`src/rtl/cpu_pkg.sv`:
```
// Shared CPU front-end definitions: instruction/byte/address widths and fetch FSM states.
package cpu_pkg;

  localparam int unsigned INSTR_W = 16;
  localparam int unsigned BYTE_W  = 8;
  localparam int unsigned ADDR_W  = 16;
  localparam int unsigned PC_STEP = 2;

  typedef enum logic [2:0] {
    S_IDLE,
    S_HI,
    S_LO,
    S_CAP,
    S_VALID,
    S_FAULT
  } fetch_state_e;

endpackage

```
`src/rtl/instruction_fetch_ctrl.sv`:
```
// Fetches 16-bit big-endian instructions as two byte reads and hands them to decode.
// Optional FETCH_BOUND_CHECK_EN: out-of-range fetches enter a sticky fault state.
module instruction_fetch_ctrl
  import cpu_pkg::*;
#(
  parameter int unsigned       ADDR_W    = cpu_pkg::ADDR_W,
  parameter int unsigned       MEM_DEPTH = 128,
  parameter logic [ADDR_W-1:0] RESET_PC  = '0
) (
  input  logic               clk,
  input  logic               rst_n,
  output logic [ADDR_W-1:0]  mem_addr,
  output logic               mem_rd_en,
  input  logic [BYTE_W-1:0]  mem_rd_data,
  input  logic               redirect,
  input  logic [ADDR_W-1:0]  redirect_pc,
  input  logic               halt,
  output logic               instr_valid,
  input  logic               instr_ready,
  output logic [INSTR_W-1:0] instruction,
  output logic [ADDR_W-1:0]  instr_pc,
  output logic               fault
);

  fetch_state_e       state_q, state_d;
  logic [ADDR_W-1:0]  pc_q, pc_d;
  logic [BYTE_W-1:0]  hi_q, hi_d;
  logic [INSTR_W-1:0] instr_q, instr_d;
  logic [ADDR_W-1:0]  instr_pc_q, instr_pc_d;
  logic               valid_q, valid_d;
  logic               fault_q, fault_d;
  logic [ADDR_W-1:0]  addr_q, addr_d;
  logic               rd_en_q, rd_en_d;
  logic               oob_d;

  // The high-byte read of the next PC is suppressed when PC+1 falls outside memory.
`ifdef FETCH_BOUND_CHECK_EN
  assign oob_d = ({1'b0, pc_d} + (ADDR_W+1)'(1)) >= (ADDR_W+1)'(MEM_DEPTH);
`else
  logic unused_cfg;
  assign oob_d      = 1'b0;
  assign unused_cfg = (MEM_DEPTH == 0);
`endif

  always_ff @(posedge clk or negedge rst_n) begin
    if (!rst_n) begin
      state_q    <= S_IDLE;
      pc_q       <= RESET_PC;
      hi_q       <= '0;
      instr_q    <= '0;
      instr_pc_q <= '0;
      valid_q    <= 1'b0;
      fault_q    <= 1'b0;
      addr_q     <= '0;
      rd_en_q    <= 1'b0;
    end else begin
      state_q    <= state_d;
      pc_q       <= pc_d;
      hi_q       <= hi_d;
      instr_q    <= instr_d;
      instr_pc_q <= instr_pc_d;
      valid_q    <= valid_d;
      fault_q    <= fault_d;
      addr_q     <= addr_d;
      rd_en_q    <= rd_en_d;
    end
  end

  // Next-state logic; redirect overrides every state and discards reads in flight.
  always_comb begin
    state_d    = state_q;
    pc_d       = pc_q;
    hi_d       = hi_q;
    instr_d    = instr_q;
    instr_pc_d = instr_pc_q;
    valid_d    = valid_q;
    fault_d    = fault_q;
    if (redirect) begin
      pc_d    = redirect_pc;
      valid_d = 1'b0;
      fault_d = 1'b0;
      state_d = halt ? S_IDLE : S_HI;
    end else begin
      unique case (state_q)
        S_IDLE: if (!halt) state_d = S_HI;
        S_HI: begin
`ifdef FETCH_BOUND_CHECK_EN
          if (!rd_en_q) begin
            state_d = S_FAULT;
            fault_d = 1'b1;
          end else begin
            state_d = S_LO;
          end
`else
          state_d = S_LO;
`endif
        end
        S_LO: begin
          hi_d    = mem_rd_data;
          state_d = S_CAP;
        end
        S_CAP: begin
          instr_d    = {hi_q, mem_rd_data};
          instr_pc_d = pc_q;
          valid_d    = 1'b1;
          state_d    = S_VALID;
        end
        S_VALID: begin
          if (instr_ready) begin
            valid_d = 1'b0;
            pc_d    = pc_q + ADDR_W'(PC_STEP);
            state_d = halt ? S_IDLE : S_HI;
          end
        end
`ifdef FETCH_BOUND_CHECK_EN
        S_FAULT: state_d = S_FAULT;
`endif
        default: state_d = S_IDLE;
      endcase
    end
  end

  // Memory strobe/address registered from the state being entered next cycle.
  always_comb begin
    rd_en_d = 1'b0;
    addr_d  = '0;
    if (state_d == S_HI) begin
      rd_en_d = !oob_d;
      addr_d  = pc_d;
    end else if (state_d == S_LO) begin
      rd_en_d = 1'b1;
      addr_d  = pc_d + ADDR_W'(1);
    end
  end

  assign mem_addr    = addr_q;
  assign mem_rd_en   = rd_en_q;
  assign instr_valid = valid_q;
  assign instruction = instr_q;
  assign instr_pc    = instr_pc_q;
`ifdef FETCH_BOUND_CHECK_EN
  assign fault = fault_q;
`else
  assign fault = 1'b0;
`endif

endmodule

```
`config.mk`:
```
export PLATFORM = sky130hd
export DESIGN_NAME = instruction_fetch_ctrl
export DESIGN_NICKNAME = d
export VERILOG_FILES = /design/src/rtl/cpu_pkg.sv /design/src/rtl/instruction_fetch_ctrl.sv
export SDC_FILE = /design/constraint.sdc
export NUM_CORES = 1
export LEC_CHECK = 0
export ABC_AREA = 1
export CORE_MARGIN = 10
export CORE_UTILIZATION = 55
export CTS_CLUSTER_SIZE = 16
export DETAILED_ROUTE_END_ITERATION = 8
export PLACE_DENSITY = 0.9
export REMOVE_ABC_BUFFERS = 1
export SLEW_MARGIN = 20
export SYNTH_ARGS = -nofsm -noshare
export SYNTH_HDL_FRONTEND = slang
export SYNTH_SLANG_ARGS = --single-unit
```
`constraint.sdc`:
```
create_clock -name clk -period 5.05 [get_ports clk]
set_clock_uncertainty 0.1 [all_clocks]
set_input_delay 0.505 -clock clk [delete_from_list [all_inputs] [get_ports clk]]
set_output_delay 0.505 -clock clk [all_outputs]
set_load 0.01 [all_outputs]
```
==> results.yml, run 1 <==
yosys:
  yosys.area_share.simple: 0.285
  post_synth_fa_ha_maj_area_fraction: 0.00673
  synth_area_sq_um: 3720
  ys_top_cells_by_count: "100 x nand2_1, 77 x dfrtp_1, 52 x inv_1"
  yosysTopAreaCell: "dfrtp_1"
  synth_top_family_by_area: "simple AND/OR/NAND/NOR gates"
  synth_area_leaders: "dfrtp_1 52%, nand2_1 10%, o21ai_0 6.3%"
  muxShareOfSynthArea: 0.0273
  synth-async-reset-ratio: 1.00
  seq_area_frac_synth: 0.518
  yosys_warnings: 0
  postSynthAreaPerCell_sq_um: 8.53
  synth.most_common_cell: "nand2_1"
  ys.flop_type: "dfrtp_1"
  syn_inst: 436
  ys_seq_elements: 77
  synth_cell_types: 31
  synth_xor_area_frac: 0
  synth_top_area_frac: 0.518
  synth_edf_count: 0
  synth_compound_area_frac: 0.0865
global_routing:
  gr-usage-all-layers: 0.177
  overflow: 0
  grt_max_degree: 78
  grt_pass1_wl_um: 15100
  grt_pass1_vias: 3208
  antenna_found_initial: 0
clock_network:
  cts.clk_slew.worst_paths_ns: 0.07
  clk_root_buffer_cell: "clkbuf_8"
  hold_buffers: 0
  clock-sinks: 77
  numCtsBuffers: 9
  cts-resized-gates: 0
  cts_buffer_depth: 2
  cts_max_level: 3
  post_cts_buffers: 0
  clock_latency_ns: 0.34
  cts_tree: "built"
floorplan:
  pin_count: 80
  die_x_um: 102
  die-area_sq_um: 10500
  start_util: 0.576
  fp.dieH_um: 102
  core.rowCount: 29
  core_area_sq_um: 6460
sta:
  period_needed_ns: 2.90
  holdWs_ns: 0.192
  fin_crit_sh: 0.574
  finalSetupViolations: 0
  tns_ns: 0
  clock.fmax_mhz: 345
  slew_violations: 0
  tightest_slew_ns: 0.936
  rsz0062_at_grt: "no"
  finalHoldViolCount: 0
  relSlewSlack: 0.376
place:
  port_buffers: 78
  hpwlAfterDp_um: 6820
  place_congestion: 0.956
  place_inst: 581
route:
  drc: 0
  avgViaCountPerCell: 5.33
  met1_length_um: 3950
  wl_um: 9090
  routedWlPerCell_um: 15.2
  drtPass1Iterations: 5
  drt_iter0_markers: 312
  vias: 3183
  ant_nets: 0
  top_layer_used: "met4"
  wl_met3_um: 800
  dr_wl_met2_um: 4150
critical_path:
  cpMaxStageDelayCell: "inv_1"
  critPathMaxFanout: 34
  cp-end-kind: "flop"
  crit_type: "input pin to flop"
  rrSetupSlack_ns: 2.65
  arrival_ns: 3.03
  startpoint_type: "input pin"
  required_ns: 5.18
  cp_cell_sequence: "clkdlybuf4s50_1 > inv_1 > nand3_1 > o21ai_1 > inv_1 > ha_1 > nand3_4 > inv_2 > nand2_1 > nor2_2 > nand3_1 > nor2_1 > nor2_1 > nor2_2"
  cpPeakStageDelay_ns: 0.68
pwr:
  p_leak_nw: 2.30
  peakVddDrop_mv: 0.222
  report.power.total_mw: 1.92
  power_density_nw_per_um2: 409
finish:
  stdcell_count: 597
  fill_cells: 469
  syn_to_final_growth_pct: 26.4
  n_antenna_cell: 0
  nNetsFinal: 546
  drive_gt1_frac: 0.142
min_path:
  hp-class: "input pin to async pin"
run_status:
  status: "finished, final reports clean"
job:
  drv_cap: 0
==> power breakdown <==
group | internal, mW | total, mW | switching [mW] | leakage (nW)
Sequential | 0.787 | 0.884 | 0.0968 | 0.955
Clock | 0.178 | 0.380 | 0.202 | 0.0784
Combinational | 0.349 | 0.659 | 0.310 | 1.26
==> final timing paths <==
kind | cells past startpoint | end | start
max reg2reg | 16 | mem_addr[14]$_DFF_PN0_ | state_q[1]$_DFF_PN0_
max in group asynchronous | 1 | instruction[13]$_DFFE_PN0P_ | rst_n
min | 1 | instruction[15]$_DFFE_PN0P_ | rst_n
min in group clk | 2 | instruction[1]$_DFFE_PN0P_ | instruction[1]$_DFFE_PN0P_
min reg2reg | 2 | instruction[1]$_DFFE_PN0P_ | instruction[1]$_DFFE_PN0P_
max | 14 | mem_addr[14]$_DFF_PN0_ | redirect
==> per-stage QoR <==
step           area (sq um)  setup WS (ns)  utilization
6_report               4700           2.15        0.728
5_1_grt                4700           1.95        0.728
4_1_cts                4700           2.20        0.728
3_5_place_dp           4550           1.85        0.704
3_3_place_gp           4550           1.95        0.704
2_1_floorplan          3670           2.56            -
==> cell type report <==
type                            count  area (sq um)  area share
Multi-Input combinational cell    287          1510       0.321
Clock inverter                      2          10.0     0.00213
Sequential cell                    77          1930       0.410
Inverter                           61           230      0.0490
Timing Repair Buffer               79           786       0.167
Clock buffer                       14           143      0.0303
Tap cell                           77          96.3      0.0205
==> worst max-delay path, delay by kind of cell <==
kind            cells  cell delay, ns
buf+inv             4            1.32
simple gates        8            0.72
compound gates      1            0.22
fa+ha+maj           1            0.24
==> layer usage <==
metal,up-vias,global-route usage
li1,1545,-
met1,1470,0.221
met2,145,0.286
met3,23,0.0472
met4,0,0.0727
met5,-,0
==> kinds of logic after synthesis <==
| group | count (synthesis) |
|---|---|
| compound gates | 61 |
| fa+ha+maj | 2 |
| buf+inv | 72 |
| flops | 77 |
| mux | 9 |
| other cells | 1 |
| simple gates | 214 |
==> placed cells by master (no fill, tap or decap) <==
master,synthesis,layout
nand3_1,35,35
clkbuf_8,0,9
nand3_2,4,4
nor2_2,5,5
clkdlybuf4s50_1,0,77
nor2_8,1,1
o21ai_0,47,47
nand4_1,6,6
inv_1,52,52
mux2_2,9,9
clkbuf_1,5,5
a21oi_1,9,9
dfrtp_1,77,77
clkinv_2,1,3
or2_2,13,13
nand2_4,1,1
nor2_1,28,28
o31ai_1,1,1
ha_1,2,2
a211oi_2,1,1
conb_1,1,1
nor2_4,6,6
nand2_2,9,9
nor3_1,3,3
a211oi_1,1,1
o21ai_2,1,1
buf_4,1,2
o21ai_1,1,1
nand3b_1,1,1
nand3_4,2,2
nand2_1,100,100
inv_2,8,8
==> flip-flops by register name, indices dropped and copies added (netlist names) <==
name	count
instr_valid	1
hi_q	8
instr_pc	16
instruction	16
mem_addr	16
state_q	3
mem_rd_en	1
pc_q	16
No activity file was read; power rests on OpenSTA's default activity.
==> run 2: changes to the inputs <==
CORE_UTILIZATION = 51   (was 55)
PLACE_DENSITY = 0.84   (was 0.9)
clock period = 3 ns   (was 5.05 ns; I/O delays follow)
==> run 2 against run 1 <==
Net effect: first-iteration DRC count fell by 57%; final cell count rose by 3.9%; total power rose by 70%; cell area rose by 1.9%; clock-buffer cell count fell by 2; critical path depth rose by 2; critical path type is now flop to flop.
==> results.yml, run 2 (synthesis gave the netlist of run 1 again) <==
run_status:
  status: "finished, final reports clean"
finish:
  drive_gt1_frac: 0.150
  finalCoreUtilization: 0.667
  nNetsFinal: 549
  n_antenna_cell: 0
  mostFrequentLayoutCell: "nand2_1"
  final_area_sq_um: 4790
  stdcell_count: 620
  layout_common_cells: "100 x nand2_1, 77 x dfrtp_1, 77 x clkdlybuf4s50_1, 52 x inv_1, 47 x o21ai_0"
  syn_to_final_growth_pct: 28.8
clock_network:
  numCtsBuffers: 9
  cts_tree: "built"
  cts_max_level: 3
  cts_buffer_depth: 2
  cts.clk_slew.worst_paths_ns: 0.07
  clock_latency_ns: 0.34
  clock-sinks: 77
  cts-resized-gates: 0
  clk_root_buffer_cell: "clkbuf_8"
place:
  hpwlAfterDp_um: 6940
  place_ws_ns: 0.380
  place_area_sq_um: 4610
  port_buffers: 78
  place_congestion: 0.847
  place_inst: 605
route:
  vias: 3135
  drt_iter0_markers: 134
  drtPass1Iterations: 5
  wl_um: 9080
  routedWlPerCell_um: 14.6
  avgViaCountPerCell: 5.06
  drc: 0
  ant_nets: 0
floorplan:
  core.rowCount: 31
  die_x_um: 105
  start_util: 0.518
  pin_count: 80
  core_area_sq_um: 7180
  die-area_sq_um: 11100
  fp.dieH_um: 105
global_routing:
  grt_max_degree: 51
  gr-usage-all-layers: 0.170
  overflow: 0
  antenna_found_initial: 0
  grt_pass1_wl_um: 15600
  grt_pass1_vias: 3273
sta:
  relSlewSlack: 0.551
  rsz0062_at_grt: "no"
  finalSetupViolations: 0
  period_needed_ns: 2.31
  fin_crit_sh: 0.769
  finalHoldViolCount: 0
  slew_violations: 0
  tightest_slew_ns: 0.673
  setup_ws_ns: 0.693
  holdWs_ns: 0.383
  tns_ns: 0
  clock.fmax_mhz: 433
min_path:
  hp-class: "flop to flop"
critical_path:
  arrival_ns: 2.49
  required_ns: 3.18
  critPathMaxFanout: 6
  startpoint_type: "flop"
  cp-end-kind: "flop"
  crit_type: "flop to flop"
pwr:
  power_density_nw_per_um2: 682
  report.power.total_mw: 3.27
  p_leak_nw: 2.33
  peakVddDrop_mv: 0.299
job:
  drv_cap: 0
==> run 2: cell types whose count changed in the layout (fill, tap and decap cells not counted), sizes merged <==
cell,delta
dlygate4sd3,+1
clkbuf,-2
buf,+2
==> run 2: worst max-delay path: stages, from the launching register on <==
cell and delay (ns):
dfrtp_1 0.44, nor2_4 0.18, nand3_4 0.14, inv_2 0.12, nand2_1 0.05, nand3_1 0.06
o21ai_1 0.12, inv_1 0.11, ha_1 0.22, nand3_4 0.12, inv_2 0.09, nand2_1 0.06
nor2_2 0.09, nand3_1 0.11, nor2_1 0.12, nor2_1 0.06, nor2_2 0.06
==> run 2: path summary, 6_finish.rpt <==
kind / from / to / slack (ns) / cells past startpoint
worst max-delay path: state_q[1]$_DFF_PN0_ / mem_addr[14]$_DFF_PN0_ / 0.69 / 16
worst min-delay path: instr_pc[9]$_DFFE_PN0P_ / instr_pc[9]$_DFFE_PN0P_ / 0.38 / 2
worst max register to register: state_q[1]$_DFF_PN0_ / mem_addr[14]$_DFF_PN0_ / 0.69 / 16
worst min register to register: instr_pc[9]$_DFFE_PN0P_ / instr_pc[9]$_DFFE_PN0P_ / 0.38 / 2
max in group asynchronous: rst_n / instr_pc[8]$_DFFE_PN0P_ / 1.69 / 3
min in group asynchronous: rst_n / instruction[0]$_DFFE_PN0P_ / 0.42 / 2
==> run 2: report_power, final <==
group          internal, mW  switching, mW  total [mW]
Sequential             1.32          0.152        1.48
Clock                 0.334          0.348       0.682
Combinational         0.593          0.514        1.11
Total                  2.25           1.02        3.27
==> run 2: layout make-up <==
| class | instances | area [sq um] |
|---|---|---|
| fill | 574 | 2390 |
| clock inverter | 2 | 10.0 |
| sequential | 77 | 1930 |
| timing repair buffer | 82 | 833 |
| multi-input combinational | 287 | 1510 |
| tap | 99 | 124 |
| clock buffer | 12 | 155 |
| inverter | 61 | 230 |
==> run 2: timing repair <==
item | 4_1_cts | 5_1_grt
hold buffers | 1 | 0
endpoints found under the hold margin | 27 | 0
setup buffers | 0 | 0
==> run 2: layer usage <==
| layer | up-vias | track usage | share of wire |
|---|---|---|---|
| li1 | 1549 | - | - |
| met1 | 1442 | 0.203 | 0.43 |
| met2 | 123 | 0.276 | 0.47 |
| met3 | 21 | 0.0530 | 0.079 |
| met4 | 0 | 0.0725 | 0.027 |
| met5 | - | 0 | 0 |
==> run 3: changes to the inputs <==
clock period = 2.2 ns   (was 3 ns; I/O delays follow)
==> run 3 against run 2 <==
Net effect: combinational power increased by 49%; worst setup slack lost 0.65 ns; sequential power up 37%; clock-buffer cell count decreased by 1; first-iteration DRC count is 22% higher; wire length rose by 8.0%; largest power group unchanged; critical endpoint unchanged; non-clock buffer count rose by 38; hold slack got worse by 0.070 ns; register-to-register slack lost 0.65 ns; total power grew 46%; critical path type unchanged; cell area is 10% higher; die area unchanged.
==> results.yml, run 3 (synthesis gave the netlist of run 1 again) <==
run_status:
  status: "finished, final reports clean"
global_routing:
  grt_max_degree: 78
  overflow: 0
  grt_pass1_wl_um: 15500
  gr-usage-all-layers: 0.167
  antenna_found_initial: 0
  grt_pass1_vias: 3368
sta:
  rsz0062_at_grt: "yes"
  slew_violations: 0
  tightest_slew_ns: 0.513
  finalHoldViolCount: 0
  relSlewSlack: 0.657
  clock.fmax_mhz: 463
  period_needed_ns: 2.16
  finalSetupViolations: 0
  tns_ns: 0
  fin_crit_sh: 0.981
  holdWs_ns: 0.312
  setup_ws_ns: 0.0411
critical_path:
  cp-end-kind: "flop"
  arrival_ns: 2.30
  startpoint_type: "flop"
  required_ns: 2.34
  critPathMaxFanout: 4
  crit_type: "flop to flop"
  rr_worst_depth: 16
job:
  drv_cap: 0
route:
  drc: 0
  ant_nets: 0
  vias: 3353
  avgViaCountPerCell: 5.08
  routedWlPerCell_um: 14.8
  drtPass1Iterations: 4
  wl_um: 9800
  drt_iter0_markers: 164
finish:
  layout_common_cells: "92 x nand2_1, 77 x clkdlybuf4s50_1, 75 x dfrtp_1, 48 x inv_1, 45 x o21ai_0"
  nNetsFinal: 587
  finalCoreUtilization: 0.735
  syn_to_final_growth_pct: 41.8
  fill_cells: 478
  drive_gt1_frac: 0.264
  mostFrequentLayoutCell: "nand2_1"
  n_antenna_cell: 0
  stdcell_count: 660
  final_area_sq_um: 5270
clock_network:
  cts_tree: "built"
  cts_max_level: 3
  clk_root_buffer_cell: "clkbuf_8"
  cts.clk_slew.worst_paths_ns: 0.08
  cts_buffer_depth: 2
  numCtsBuffers: 9
  clock-sinks: 77
  clock_latency_ns: 0.34
pwr:
  power_density_nw_per_um2: 905
  peakVddDrop_mv: 0.391
  p_leak_nw: 2.54
  report.power.total_mw: 4.77
floorplan:
  core.rowCount: 31
  die_x_um: 105
  die-area_sq_um: 11100
  fp.dieH_um: 105
  pin_count: 80
  core_area_sq_um: 7180
  start_util: 0.518
place:
  place_inst: 638
  port_buffers: 78
  place_ws_ns: -0.207
  place_congestion: 0.930
  place_area_sq_um: 4870
  hpwlAfterDp_um: 7140
min_path:
  hp-class: "input pin to async pin"
==> run 3: cell types whose count changed in the layout (fill, tap and decap cells not counted), moves of 3 or more <==
cell / delta
buf_4: +37
nand3_1: -7
nand3_2: +4
nor2_1: -5
nand2_2: +7
inv_1: -4
nand3_4: +3
nor2_4: +4
inv_2: +3
nand2_1: -8
==> run 3: what timing repair did <==
action                     CTS  global route
hold endpoints to repair    77             0
hold buffers                 1             0
setup endpoints to repair    0             9
setup buffers                0             5
resized for setup            0            41
==> run 3: critical path: stages (launching register included) <==
cell	delay, ns
dfrtp_2	0.45
nor2_4	0.20
nand3_4	0.10
buf_4	0.15
nand2_1	0.05
nand3_1	0.09
o21ai_2	0.09
inv_2	0.08
ha_4	0.17
nand3_4	0.10
inv_2	0.06
nand2_2	0.07
nor2_4	0.05
nand3_2	0.06
nor2_1	0.05
nor2_1	0.14
nor2_2	0.05
==> run 3: layout make-up <==
type	count	area, sq um	share of cell area
clock buffers	11	151	0.0287
inverters	61	233	0.0441
repair buffers	120	1130	0.215
clock inverters	5	58.8	0.0112
well taps	99	124	0.0235
multi-input cells	287	1650	0.312
flip-flops and latches	77	1930	0.366
==> run 3: path summary, 6_finish.rpt <==
path	from	endpoint	slack, ns
min reg2reg	instr_pc[3]$_DFFE_PN0P_	instr_pc[3]$_DFFE_PN0P_	0.39
max reg2reg	state_q[0]$_DFF_PN0_	mem_addr[14]$_DFF_PN0_	0.04
max	state_q[0]$_DFF_PN0_	mem_addr[14]$_DFF_PN0_	0.04
min in group clk	mem_rd_data[0]	instruction[0]$_DFFE_PN0P_	0.36
min	rst_n	hi_q[0]$_DFFE_PN0P_	0.31
max in group asynchronous	rst_n	state_q[0]$_DFF_PN0_	1.33
==> run 3: power breakdown <==
part | switching [mW] | leakage [nW] | internal (mW)
sequential | 0.219 | 0.952 | 1.81
combinational | 0.758 | 1.49 | 0.889
clock | 0.514 | 0.102 | 0.586
total | 1.49 | 2.54 | 3.28
==> run 3: metal layers <==
metal / share of wire / GRT usage / vias to the layer above
met3: 0.065 / 0.0445 / 19
met1: 0.42 / 0.198 / 1579
met2: 0.50 / 0.282 / 121
met4: 0.020 / 0.0686 / 0
met5: 0 / 0 / -
li1: - / - / 1634
